<file path="src/rtl/lvcontrol_fsm_if.sv">
// Control/status bundle between lvcontrol_fsm (master) and the LEGv8-style datapath (slave).
interface lvcontrol_fsm_if;
  logic [31:0] IR;
  logic [3:0]  status;
  logic        mem_ready;

  logic        IL;
  logic [4:0]  SA;
  logic [4:0]  SB;
  logic [4:0]  DA;
  logic        W;
  logic [4:0]  FS;
  logic        C0;
  logic [63:0] K;
  logic        B_sel;
  logic        EN_B;
  logic        EN_ALU;
  logic        OUT_EN;
  logic        WR_EN;
  logic        EN_ADDR_PC;
  logic [1:0]  PS;
  logic        EN_PC;
  logic        halted;

  modport master (
    input  IR, status, mem_ready,
    output IL, SA, SB, DA, W, FS, C0, K, B_sel, EN_B, EN_ALU, OUT_EN,
           WR_EN, EN_ADDR_PC, PS, EN_PC, halted
  );

  modport slave (
    output IR, status, mem_ready,
    input  IL, SA, SB, DA, W, FS, C0, K, B_sel, EN_B, EN_ALU, OUT_EN,
           WR_EN, EN_ADDR_PC, PS, EN_PC, halted
  );
endinterface

</file>
<file path="src/rtl/lvcontrol_fsm.sv">
// Multi-cycle fetch/execute control unit for the LEGv8-style datapath.
// Define LVCONTROL_BCOND_EN to add B.cond decode and its 4-bit flag register.
module lvcontrol_fsm #(
  parameter int unsigned PC_STEP = 4
) (
  input  logic            clock,
  input  logic            reset,
  lvcontrol_fsm_if.master bus
);
  typedef enum logic [1:0] {S_RST, S_FETCH, S_EXEC, S_HALT} state_t;

  state_t      state;
  state_t      state_next;
  logic [10:0] opcode;
  logic [4:0]  rd;
  logic [4:0]  rn;
  logic [4:0]  rm;
  logic [63:0] k_imm12;
  logic [63:0] k_dt;
  logic [63:0] k_cb;
  logic [63:0] k_b;
  logic        illegal;

  assign opcode  = bus.IR[31:21];
  assign rd      = bus.IR[4:0];
  assign rn      = bus.IR[9:5];
  assign rm      = bus.IR[20:16];
  assign k_imm12 = 64'(bus.IR[21:10]);
  assign k_dt    = {{55{bus.IR[20]}}, bus.IR[20:12]};
  // Branch offsets are pre-biased by PC_STEP because PC already advanced during fetch.
  assign k_cb    = {{43{bus.IR[23]}}, bus.IR[23:5], 2'b00} - 64'(PC_STEP);
  assign k_b     = {{36{bus.IR[25]}}, bus.IR[25:0], 2'b00} - 64'(PC_STEP);

`ifdef LVCONTROL_BCOND_EN
  logic [3:0] flags;
  logic       set_flags;
  logic       cond_base;
  logic       cond_true;

  always_ff @(posedge clock) begin
    if (!reset) begin
      flags <= '0;
    end else if (state == S_EXEC && set_flags) begin
      flags <= bus.status;
    end
  end

  // flags = {N,Z,C,V}; odd codes invert the base test except AL/NV.
  always_comb begin
    cond_base = 1'b1;
    case (bus.IR[3:1])
      3'b000:  cond_base = flags[2];
      3'b001:  cond_base = flags[1];
      3'b010:  cond_base = flags[3];
      3'b011:  cond_base = flags[0];
      3'b100:  cond_base = flags[1] & ~flags[2];
      3'b101:  cond_base = (flags[3] == flags[0]);
      3'b110:  cond_base = ~flags[2] & (flags[3] == flags[0]);
      default: cond_base = 1'b1;
    endcase
    cond_true = (bus.IR[0] && bus.IR[3:1] != 3'b111) ? ~cond_base : cond_base;
  end
`else
  logic unused_status;
  assign unused_status = ^{bus.status[3], bus.status[1:0]};
`endif

  always_ff @(posedge clock) begin
    if (!reset) begin
      state <= S_RST;
    end else begin
      state <= state_next;
    end
  end

  always_comb begin
    state_next     = state;
    illegal        = 1'b0;
    bus.IL         = 1'b0;
    bus.SA         = '0;
    bus.SB         = '0;
    bus.DA         = '0;
    bus.W          = 1'b0;
    bus.FS         = '0;
    bus.C0         = 1'b0;
    bus.K          = '0;
    bus.B_sel      = 1'b0;
    bus.EN_B       = 1'b0;
    bus.EN_ALU     = 1'b0;
    bus.OUT_EN     = 1'b0;
    bus.WR_EN      = 1'b0;
    bus.EN_ADDR_PC = 1'b0;
    bus.PS         = 2'b00;
    bus.EN_PC      = 1'b0;
    bus.halted     = 1'b0;
`ifdef LVCONTROL_BCOND_EN
    set_flags      = 1'b0;
`endif

    case (state)
      S_RST: state_next = S_FETCH;

      S_FETCH: begin
        bus.EN_ADDR_PC = 1'b1;
        bus.OUT_EN     = 1'b1;
        if (bus.mem_ready) begin
          bus.IL     = 1'b1;
          bus.PS     = 2'b01;
          state_next = S_EXEC;
        end
      end

      S_EXEC: begin
        // In the arithmetic arms opcode[7] separates the immediate form from register form.
        casez (opcode)
          11'b10001011000, 11'b1001000100?,
          11'b11001011000, 11'b1101000100?: begin
            bus.SA     = rn;
            bus.SB     = rm;
            bus.DA     = rd;
            bus.FS     = opcode[9] ? 5'b01001 : 5'b01000;
            bus.C0     = opcode[9];
            bus.B_sel  = opcode[7];
            bus.K      = opcode[7] ? k_imm12 : '0;
            bus.EN_ALU = 1'b1;
            bus.W      = 1'b1;
`ifdef LVCONTROL_BCOND_EN
            set_flags  = 1'b1;
`endif
          end
          11'b10001010000, 11'b10101010000: begin
            bus.SA     = rn;
            bus.SB     = rm;
            bus.DA     = rd;
            bus.FS     = opcode[8] ? 5'b00100 : 5'b00000;
            bus.EN_ALU = 1'b1;
            bus.W      = 1'b1;
          end
          11'b11111000010: begin
            bus.SA     = rn;
            bus.FS     = 5'b01000;
            bus.B_sel  = 1'b1;
            bus.K      = k_dt;
            bus.OUT_EN = 1'b1;
            bus.DA     = rd;
            bus.W      = 1'b1;
          end
          11'b11111000000: begin
            bus.SA     = rn;
            bus.FS     = 5'b01000;
            bus.B_sel  = 1'b1;
            bus.K      = k_dt;
            bus.SB     = rd;
            bus.EN_B   = 1'b1;
            bus.WR_EN  = 1'b1;
          end
          11'b1011010????: begin
            bus.SA = rd;
            bus.FS = 5'b10000;
            if (bus.status[2] ^ opcode[3]) begin
              bus.PS = 2'b10;
              bus.K  = k_cb;
            end
          end
          11'b000101?????: begin
            bus.PS = 2'b10;
            bus.K  = k_b;
          end
`ifdef LVCONTROL_BCOND_EN
          11'b01010100???: begin
            if (bus.IR[4]) begin
              illegal = 1'b1;
            end else if (cond_true) begin
              bus.PS = 2'b10;
              bus.K  = k_cb;
            end
          end
`endif
          default: illegal = 1'b1;
        endcase
        state_next = illegal ? S_HALT : S_FETCH;
      end

      S_HALT: bus.halted = 1'b1;

      default: state_next = S_RST;
    endcase
  end
endmodule

</file>
<file path="src/flat_wrapper.sv">
// flat-port wrapper written by rule: the top's interface ports become plain ports
module lvcontrol_fsm_flat 
#(
  parameter int unsigned PC_STEP = 4
)
  (clock, reset, bus_IR, bus_status, bus_mem_ready, bus_IL, bus_SA, bus_SB, bus_DA, bus_W, bus_FS, bus_C0, bus_K, bus_B_sel, bus_EN_B, bus_EN_ALU, bus_OUT_EN, bus_WR_EN, bus_EN_ADDR_PC, bus_PS, bus_EN_PC, bus_halted);
  lvcontrol_fsm_if bus_i ();
  input  logic clock;
  input  logic reset;
  input wire logic [$bits(bus_i.IR)-1:0] bus_IR;
  input wire logic [$bits(bus_i.status)-1:0] bus_status;
  input wire logic [$bits(bus_i.mem_ready)-1:0] bus_mem_ready;
  output wire logic [$bits(bus_i.IL)-1:0] bus_IL;
  output wire logic [$bits(bus_i.SA)-1:0] bus_SA;
  output wire logic [$bits(bus_i.SB)-1:0] bus_SB;
  output wire logic [$bits(bus_i.DA)-1:0] bus_DA;
  output wire logic [$bits(bus_i.W)-1:0] bus_W;
  output wire logic [$bits(bus_i.FS)-1:0] bus_FS;
  output wire logic [$bits(bus_i.C0)-1:0] bus_C0;
  output wire logic [$bits(bus_i.K)-1:0] bus_K;
  output wire logic [$bits(bus_i.B_sel)-1:0] bus_B_sel;
  output wire logic [$bits(bus_i.EN_B)-1:0] bus_EN_B;
  output wire logic [$bits(bus_i.EN_ALU)-1:0] bus_EN_ALU;
  output wire logic [$bits(bus_i.OUT_EN)-1:0] bus_OUT_EN;
  output wire logic [$bits(bus_i.WR_EN)-1:0] bus_WR_EN;
  output wire logic [$bits(bus_i.EN_ADDR_PC)-1:0] bus_EN_ADDR_PC;
  output wire logic [$bits(bus_i.PS)-1:0] bus_PS;
  output wire logic [$bits(bus_i.EN_PC)-1:0] bus_EN_PC;
  output wire logic [$bits(bus_i.halted)-1:0] bus_halted;
  assign bus_i.IR = bus_IR;
  assign bus_i.status = bus_status;
  assign bus_i.mem_ready = bus_mem_ready;
  assign bus_IL = bus_i.IL;
  assign bus_SA = bus_i.SA;
  assign bus_SB = bus_i.SB;
  assign bus_DA = bus_i.DA;
  assign bus_W = bus_i.W;
  assign bus_FS = bus_i.FS;
  assign bus_C0 = bus_i.C0;
  assign bus_K = bus_i.K;
  assign bus_B_sel = bus_i.B_sel;
  assign bus_EN_B = bus_i.EN_B;
  assign bus_EN_ALU = bus_i.EN_ALU;
  assign bus_OUT_EN = bus_i.OUT_EN;
  assign bus_WR_EN = bus_i.WR_EN;
  assign bus_EN_ADDR_PC = bus_i.EN_ADDR_PC;
  assign bus_PS = bus_i.PS;
  assign bus_EN_PC = bus_i.EN_PC;
  assign bus_halted = bus_i.halted;
  lvcontrol_fsm #(.PC_STEP(PC_STEP)) u_core (.clock(clock), .reset(reset), .bus(bus_i));
endmodule
</file>
<file path="config.mk">
export PLATFORM = sky130hd
export DESIGN_NAME = lvcontrol_fsm_flat
export DESIGN_NICKNAME = d
export VERILOG_FILES = /design/src/rtl/lvcontrol_fsm_if.sv /design/src/rtl/lvcontrol_fsm.sv /design/src/flat_wrapper.sv
export SDC_FILE = /design/constraint.sdc
export NUM_CORES = 1
export LEC_CHECK = 0
export ABC_AREA = 1
export BUFFER_PORTS_ARGS = -buffer_cell sky130_fd_sc_hd__buf_2
export CAP_MARGIN = 15
export CORE_ASPECT_RATIO = 1.4
export CORE_MARGIN = 2
export CORE_UTILIZATION = 45
export DETAILED_ROUTE_END_ITERATION = 16
export GPL_ROUTABILITY_DRIVEN = 0
export GPL_TIMING_DRIVEN = 0
export PLACE_DENSITY_LB_ADDON = 0.05
export SYNTH_ARGS = -nofsm -noshare
export SYNTH_HDL_FRONTEND = slang
export SYNTH_SLANG_ARGS = --single-unit
</file>
<file path="constraint.sdc">
create_clock -name clock -period 3.9 [get_ports clock]
set_input_delay 0.195 -clock clock [delete_from_list [all_inputs] [get_ports clock]]
set_output_delay 0.195 -clock clock [all_outputs]
set_load 0.01 [all_outputs]
</file>
==> metrics list, run 1 <==
- Clk_skew: 1.35 ps
- Number of hold violations in the final report: 0
- After clock tree synthesis, the repair step resized 0 gates.
- Ys Warns: 0
* Worst-case headroom to the max-slew limit: 62.7%
* Part of the Yosys area used for sequential elements: 1.57%
* Number of input and output port buffers inserted: 130
- The worst setup path is captured at an output pin.
- Ranked by total cell area, the synthesized netlist is headed by nand2_1, buf_4, nor2_1, inv_1, nand3_1.
- Avg Synthesized Cell Area: 5.18 um^2
- Entering global routing, the biggest net connects 25 pins.
- Iter 0 DRT Violations: ~180
* Total overflow reported by the global router: 0
* Number of antenna violations at the first check in global routing: 0
- Net switching is 48.7% of the power.
- Global-route wire length before repair: 15000 um
- Diode count: 0
- Slowest cell delay on critical path: 370 ps
- Counting flops and latches in the post-synthesis netlist gives 2.
* Remaining routing DRC violations: 0
- Combinational share of power: 59.1%
- List of cells traversed by the critical path: buf_2 -> inv_1 -> ha_1 -> nand3_1 -> nor2_2 -> nand2_2 -> nor2_2 -> nand2_1 -> a21oi_1 -> nor2_1 -> nor2_2 -> buf_8 -> buf_4 -> buf_2
- On the final layout, the worst hold slack is 210 ps.
* Worst-path maximum fanout: 24
- Worst slew pin tran: 560 ps
- Dividing the detail-routed via count by the number of cells gives 5.17.
- The worst path uses 73.6% of the clock period.
* Master cell of the clock root buffer: clkbuf_8
- By instance count, the cell type seen most on the critical path is nor2_2.
- Critical path arrival: 2680 ps
- The completed layout was analyzed and its total power is 0.000272 W.
- Counting the buffers created by CTS gives 3.
- Summing all flip-flop and latch instances after layout gives 40.0 um^2.
- Clock transition at path regs: approximately 30 ps
- Routed via count: 3594
- Final setup viols: 0
* Max-cap check violation count: 0
* CP required: 3700 ps
* Crit-path slowest cell: nor2_2
- Proportion of netlist area held by the largest area contributor: between 10% and 20%
* Routed wire length per instance: 14.0 um
- Setup TNS: 0 ps
* CTS tree: done
- The cell area that synthesis handed to floorplanning was 2550 um^2.
- Wires add up to 9750 um.
- In this run the worst hold path is classified as in2reg.
- For this design the ratio of total power to cell area is 81.2 nW/um^2.
* Worst-case vdd ir drop: 206 uV
- CTS sink count: 2
- Crit path launch type: primary input
* Area taken by multi-input logic gates: 1860 um^2
- Post-CTS setup buffer count: 0
- By startpoint and endpoint, the worst setup path is classified as in2out.
- The analysis attributes to net switching a power of 0.000132 W.
- Core area: 5490 um^2
* Number of levels in the clock H-tree: 1
* Die height: 93.1 um
- Top flop regs: u_core.state: 2 flops
- From left edge to right edge, the die measures 67.6 um.
- Count of fill cells added during filler insertion: between 600 and 700
* Largest area contributor in the synthesized netlist: nand2_1
* Clock tree buffer depth: 2
- In the synthesized netlist, the number of instances is 492.
- Of the cells placed in the final design, the portion with a size suffix greater than 1 is 37.2%.
- Relative to the synthesized area, the layout overhead comes to 31.3%.
* Number of library cell types mapped by synthesis: 34
- Result of the run: complete, no violations
- Minimum clock period after layout: around 2900 ps
- Hold_buf cts: 0
- Setup repair after global routing left no endpoint under its margin.
- The initial utilization of the core area, before any placement, comes to 46.5%.
- Cell internal power was estimated by the tool at 0.000140 W.
* Leakage: 2.01 nW
- Number of pins exceeding their max-slew limit in the final report: 0
- Via count of the first global-routing pass: 3234
- Sequential cells burn 10.0% of the power.
- Cell row count: 32
* Clock latency on the worst-skew pair: 210 ps
* Fin nets: approximately 680
- The share of total power dissipated in the clock network is between 30 and 40%.
* Achievable clock frequency: roughly 350 MHz
- The floorplan step defined a die boundary enclosing around 6300 um^2.
- In this run the count of I/O pins placed on the die edge is roughly 140.
- The register with the most flip-flops in the layout has 2 of them.
- Half-perimeter wire length after detailed placement: 7980 um
- Most flops, register: u_core.state
* Drt first pass iters: 5
- Total routing resource utilization after global routing: 30.7%
- Post-DRT Antenna Nets: 0
final timing paths:
check        cells after the start  slack [ps]                           end                    startpoint
max                             14        1030                     bus_K[46]                     bus_IR[0]
min                              3         210  u_core.state[1]$_SDFFE_PN0P_                         reset
max reg2reg                      9        2350  u_core.state[1]$_SDFFE_PN0P_  u_core.state[0]$_SDFFE_PN0P_
min reg2reg                      2         520  u_core.state[1]$_SDFFE_PN0P_  u_core.state[1]$_SDFFE_PN0P_
worst max-delay path: cells and delay by family:
family,cells,cell delay [ps]
and+or+nand+nor,7,1360
buffers and inverters,5,750
adders and majority gates,1,230
AOI/OAI and AO/OA,1,130
power groups by stage:
| stage | Sequential [W] | Clock [W] | Combinational [W] |
|---|---|---|---|
| after floorplan | 0.0000267 | 0 | 0.0000921 |
| after global routing | 0.0000281 | 0.0000881 | 0.000176 |
| final | 0.0000273 | 0.0000838 | 0.000161 |
| after CTS | 0.0000274 | 0.0000856 | 0.000158 |
| after global placement | 0.0000275 | 0 | 0.000156 |
| after detailed placement | 0.0000276 | 0 | 0.000157 |
logic make-up after synthesis:
| group | count (synthesis) | share of synthesized area [%] |
|---|---|---|
| adder cells (fa/ha/maj) | 7 | 3.43 |
| XOR/XNOR | 6 | 2.06 |
| AND/OR/NAND/NOR | 265 | 48.7 |
| buffers and inverters | 128 | 25.9 |
| other | 1 | 0.147 |
| flip-flops | 2 | 1.57 |
| AO/OA/AOI/OAI | 83 | 18.2 |
area by class of cell:
type	count	area share, %
Multi-Input combinational cell	363	55.4
Timing Repair Buffer	131	19.9
Buffer	48	10.7
Inverter	80	9.08
Tap cell	68	2.54
Clock buffer	3	1.23
Sequential cell	2	1.20
metrics by stage:
step	setup slack (ps)	area [um^2]	std cells	util, %
after floorplan	922	2550	493	-
after detailed placement	1060	3310	692	60.3
after global routing	758	3350	695	61.0
after CTS	1050	3350	695	61.0
final	1030	3350	695	61.0
after global placement	200	3290	691	60.0
per-layer routing:
layer  part of all wire, %  GRT usage, %
met4                   4.6          14.6
met2                    49          54.2
met3                   9.8          3.37
met1                    37          35.6
met5                     0             0
synth_stat cells, drive strengths merged:
cell and count:
a21oi 32, clkinv 1, nand2 107, o21ai 32, nand3 51, a211oi 2, nor3 4, o21a 1
o211ai 3, nand4 6, xnor2 2, dfxtp 2, clkbuf 1, inv 79, ha 7, xor2 4
o22a 1, nor2 97, a31oi 1, conb 1, buf 47, o22ai 11
cells in the final DEF, fill, tap and decap left out, types with 10 or more instances in the layout:
cell type / Yosys / routed
nand2_1: 93 / 93
nor2_1: 78 / 77
inv_2: 12 / 12
nand2_2: 10 / 10
a21oi_1: 32 / 32
inv_1: 66 / 66
buf_4: 42 / 42
nor2_2: 9 / 10
buf_2: 3 / 133
o22ai_1: 11 / 11
nor2_4: 10 / 10
o21ai_0: 22 / 22
nand3_1: 49 / 49
Note: power is estimated with default switching activity, not from simulation.
==> inputs of run 2 (changes only) <==
- CORE_UTILIZATION: 45 -> 42
- clock period: 3.9 -> 2.53 ns (I/O delays scaled with it)
==> metrics list, run 2 (same netlist as run 1, synthesis figures left out) <==
- Result of the run: complete, no violations
- In this run the power spent charging and discharging nets is 0.000199 W.
* CP Buf/Inv Count: 5
- For this design, the CTS-stage hold fixing added 0 buffers.
- Clock latency on the worst-skew pair: 210 ps
* Unrepaired setup endpoints after global routing: no
- The total count of max-transition violations in the final report came to 0.
* Clock power share: 29.6%
- Clk_skew: 1.56 ps
- Total detailed-routing wirelength: 10300 um
- Diode count: 0
- Reg2Reg Capture Point: u_core.state[1]$_SDFFE_PN0P_
- List of cells traversed by the critical path: buf_2 -> inv_1 -> ha_1 -> nand3_1 -> nor2_4 -> nand2_2 -> nor2_2 -> nand2_1 -> a21oi_1 -> nor2_1 -> nor2_4 -> buf_12 -> buf_4 -> buf_2
- The slowest stage of the critical path is the ha_1 cell.
* Leakage: 2.02 nW
- Pin placement for this block handled 136 I/O pins.
- Dividing the detail-routed wire length by the instance count gives 14.7 um.
- After layout, the worst path uses 93.0% of the clock period.
- After legalization and detailed placement, the total HPWL measured 8350 um.
* Achievable clock frequency: 425 MHz
* CP required: 2400 ps
* Number of hold violations in the final report: 0
- Iter 0 DRT Violations: 213
- Worst slew pin tran: 542 ps
* Max-cap check violation count: 0
- FF-to-FF path depth: 9
* CTS Buf Count: 3
- Clock tree buffer depth: 2
- Clock-pin slew was measured on the worst setup and hold paths at around 30 ps.
* Crit. End Element: output pin
* Worst-case vdd ir drop: 154 uV
* Chip width: 69.9 um
* Cell row count: 33
* Number of levels in the clock H-tree: 1
* CTS sink count: 2
* Leading cell type in the layout, fill and taps excluded: buf_2
- Total routing resource utilization after global routing: 30.0%
* Worst-case headroom to the max-slew limit: 63.9%
* Initial core utilization: between 40% and 50%
- Tracing the worst setup path back leads to its startpoint at bus_IR[0].
- Internal power consumption: 0.000215 W
* Sw frac: between 40 and 50%
- Area added between synthesis and finish: 33.2%
- At the end of the flow, the number of nets in the layout was 677.
- Endpoint with the worst hold slack: u_core.state[1]$_SDFFE_PN0P_
- Fraction of final layout cells with drive strength greater than 1: 37.4%
- In this run the most critical hold path is launched from reset.
- Dividing total power by cell area gives a power density of 122 nW/um^2.
- Once detail routing completed, the nets flagged for antenna violations numbered 0.
- Setup violations remaining at the end of the flow were counted as 0.
* Global-route wire length before repair: 16200 um
* CTS tree: done
* Leading cell types in the layout, fill and taps excluded: buf_2, nand2_1, nor2_1, inv_1, nand3_1
- Critical path arrival: around 2200 ps
- The die is 96.2 um tall.
- On the critical path the largest part of the delay comes from simple AND/OR/NAND/NOR gates.
- Relative contribution of sequential cells to total power: 10.3%
- Via density per instance: 5.18
* Drt first pass iters: 7
- After floorplanning, the core was sized to cover 5860 um^2.
* Remaining routing DRC violations: 0
- Worst reg2reg setup slack: 1020 ps
- Die area: 6720 um^2
* Master cell of the clock root buffer: clkbuf_8
- Combinational share of power: 60.1%
- Number of antenna violations at the first check in global routing: 0
- Slowest cell delay on critical path: between 200 and 250 ps
- Along the worst hold path, the cell count comes to 3.
* Flip-flop count of the largest register after layout: 2
- Via count of the first global-routing pass: 3336
* Area taken by multi-input logic gates: between 1500 and 2000 um^2
- Count of fill cells added during filler insertion: 665
- Total power consumption of the routed design: 0.000414 W
* Minimum clock period after layout: 2350 ps
* Most flops, register: u_core.state
- Top flop regs: u_core.state: 2 flops
- Entering global routing, the biggest net connects 19 pins.
* Origin of the critical flop-to-flop path: u_core.state[0]$_SDFFE_PN0P_
- The worst setup path is launched from a primary input.
* WHS: 147 ps
- The critical path in this run is classified as in2out.
- Sequential cell area: 40.0 um^2
* Total overflow reported by the global router: 0
* Routed via count: 3618
* Number of input and output port buffers inserted: 130
- Of all nets on the critical path, the largest fanout is 18.
- Worst min path class: in2reg
==> run 2: worst max path at each step <==
stage	to	slack [ps]	cells after the start
finish	bus_K[29]	180	14
global route	bus_K[43]	100	14
floorplan	bus_K[29]	190	11
CTS	bus_K[43]	90	13
detailed placement	bus_K[34]	-550	13
global placement	bus_K[43]	-510	13
==> run 2: final cells by class <==
cell class,instances,share of cell area (%)
Timing Repair Buffer,132,20.3
Multi-Input combinational cell,364,55.2
Clock buffer,3,1.22
Tap cell,70,2.58
Sequential cell,2,1.18
Buffer,48,10.5
Inverter,80,8.95
==> run 2: what timing repair did <==
action / 4_1_cts / 5_1_grt
setup endpoints to repair: 36 / 35
cloned: 1 / 0
pin swaps: 1 / 2
resized for setup: 3 / 0
endpoints found under the hold margin: 0 / 0
buffers inserted: 0 / 2
==> run 2: stage by stage <==
stage	cells	TNS, ps	util (%)	instance area, um^2	setup WS (ps)
floorplan	493	0	-	2560	191
global placement	693	-17870	56.2	3290	-508
detailed placement	693	-19280	56.2	3290	-546
CTS	697	0	57.3	3360	90.5
global route	699	0	57.9	3400	101
finish	699	0	57.9	3400	176
==> run 2: metal layers <==
metal	vias to the layer above	part of all wire [%]	wire length, um	track usage [%]
met3	34	8.0	819	2.93
met1	1569	37	3750	32.9
met5	-	0	0	0
met2	202	51	5250	57.7
met4	0	4.2	436	13.9
li1	1813	-	-	-
==> run 2: power groups by stage <==
stage	combinational, W	sequential (W)	clock (W)
after global placement	0.000241	0.0000425	0
after global routing	0.000277	0.0000434	0.000133
after CTS	0.000246	0.0000426	0.000126
final	0.000249	0.0000427	0.000122
after floorplan	0.000142	0.0000412	0
after detailed placement	0.000244	0.0000430	0
==> run 2: worst reg2reg max path: stages (launching register included) <==
cell,delay [ps]
dfxtp_1,430
inv_1,80
ha_1,200
buf_4,170
inv_1,180
nor2_1,80
nand4_1,90
nand2_1,60
nand2_1,50
a21oi_1,50
==> inputs of run 3 (changes only) <==
- CORE_UTILIZATION: 42 -> 43
- CTS_BUF_LIST: not set -> sky130_fd_sc_hd__clkbuf_8
- CTS_CLUSTER_DIAMETER: not set -> 50
==> metrics list, run 3 (same netlist as run 1, synthesis figures left out) <==
- The floorplan has 33 rows.
- Entering global routing, the biggest net connects 19 pins.
- The total area inside the core boundary comes to 5780 um^2.
- The die is 95.1 um tall.
- FF-to-FF path depth: 9
* Clock tree buffer depth: 2
- For the finished layout, the period the worst path requires is 2370 ps.
* Hold_buf cts: 0
* Number of pins exceeding their max-slew limit in the final report: 0
- Leaving out fill and tap cells, the most frequent cell in the layout is buf_2.
- The critical path is of the in2out type.
- Leading cell types in the layout, fill and taps excluded: buf_2, nand2_1, nor2_1, inv_1, nand3_1
* Hold depth: 3
* Remaining routing DRC violations: 0
- For this run, the total global-route usage over all layers was measured as between 30 and 40%.
- Unrepaired setup endpoints after global routing: no
- Number of levels in the clock H-tree: 1
* CP required: ~2400 ps
- Dividing the final minimum period by the clock period gives 93.7%.
* Flip-flop count of the largest register after layout: 2
- Counting every sink on the clock net gives 2.
- Fraction of final layout cells with drive strength greater than 1: 37.4%
- Across the VDD grid, the largest voltage drop is 89.9 uV.
- The first global-routing pass estimated 16200 um of wire.
- In the final timing run, aggregate negative setup slack is 0 ps.
- Placement Setup Slack: -585 ps
* Worst reg2reg setup slack: 990 ps
* Iter 0 DRT Violations: 238
- The total overflow left after global routing is 0.
* Routed via count: 3715
- From synthesis to final layout, the design area changed by 33.2%.
- Leakage: approximately 2 nW
- The die covers 6570 um^2.
* CTS Buf Count: 3
* Clk_skew: roughly 1.9 ps
- During placement, the flow inserted port buffers numbering 130.
- Routed wire length per instance: 14.7 um
* Critical path arrival: ~2200 ps
- The tightest min-delay check is of the in2reg type.
- Clock latency on the worst-skew pair: 210 ps
- Crit. End Element: output pin
* Crit path launch type: primary input
- Achievable clock frequency: 422 MHz
- The number of global-route vias before repair came to 3340.
- Via density per instance: 5.31
- For this design the top-level I/O count stands at between 100 and 150.
- Master cell of the clock root buffer: clkbuf_8
- In this run the worst path has a maximum fanout of 18.
- The number of antenna violations at the first check in global routing was 0.
- The number of antenna diodes in the final layout is 0.
- At the end of the flow the core is filled with cells to 58.8%.
- TritonCTS built the clock tree.
- Power per Cell Area: 123 nW/um^2
* Fin nets: 677
- Final setup viols: 0
- Number of hold violations in the final report: 0
- Post-DRT Antenna Nets: 0
* Final std cells w/o fill: roughly 700
* DP Cell Count: 693
- The flow ran to the end, and the final reports show no timing, DRC or antenna violations.
- Half-perimeter wire length after detailed placement: just over 8000 um
- Top flop regs: u_core.state: 2 flops
- Once routing completed, OpenROAD measured the worst setup slack at 159 ps.
- Clock transition at path regs: 30 ps
* Initial core utilization: 44.1%
- Drt first pass iters: 5
- Fill cells in the final layout number 627.
- Max-cap violations in this run came to 0.
- Total detailed-routing wirelength: just over 10000 um
* WHS: about 140 ps
- Most flops, register: u_core.state
- Chip width: 69.1 um
-- run 3: cell counts in the layout (fill, tap and decap cells not counted) --
No cell type changed its count.
-- run 3: where the power goes --
part | switching (W) | internal [W]
Clock | 0.0000258 | 0.000101
Sequential | 0.00000638 | 0.0000360
Combinational | 0.000169 | 0.0000782
Total | 0.000201 | 0.000215
-- run 3: critical path: stages --
cell	delay, ps
buf_2	110
inv_1	170
ha_1	260
nand3_1	160
nor2_4	250
nand2_2	130
nor2_2	180
nand2_1	70
a21oi_1	120
nor2_1	130
nor2_4	150
buf_12	150
buf_4	100
buf_2	120
-- run 3: final cells by class --
type                            instances  area, um^2  share of cell area [%]
Clock buffer                            3        41.3                    1.22
Tap cell                               70        87.6                    2.58
Inverter                               80         304                    8.95
Multi-Input combinational cell        364        1880                    55.2
Timing Repair Buffer                  132         691                    20.3
Sequential cell                         2        40.0                    1.18
Buffer                                 48         357                    10.5
-- run 3: metal layers --
layer	share of wire [%]	GRT usage, %	vias to the layer above
li1	-	-	1810
met1	37	33.9	1645
met2	50	57.6	220
met3	8.1	2.22	40
met4	4.6	15.0	0
met5	0	0	-
-- run 3: what timing repair did --
action                     CTS  global route
setup buffers                1             1
pin swaps                    1             1
setup endpoints to repair   36            18
gates resized for setup      3             0
cloned                       1             0
-- run 3: worst paths after layout --
| kind | startpoint | end |
|---|---|---|
| max | bus_IR[0] | bus_K[57] |
| min | reset | u_core.state[1]$_SDFFE_PN0P_ |
| max reg2reg | u_core.state[0]$_SDFFE_PN0P_ | u_core.state[1]$_SDFFE_PN0P_ |
| min reg2reg | u_core.state[1]$_SDFFE_PN0P_ | u_core.state[1]$_SDFFE_PN0P_ |
-- run 3: stage by stage --
step	cell area [um^2]	power (W)
global placement	3290	0.000282
floorplan	2560	0.000183
global route	3400	0.000452
detailed placement	3290	0.000284
CTS	3380	0.000416
finish	3400	0.000416
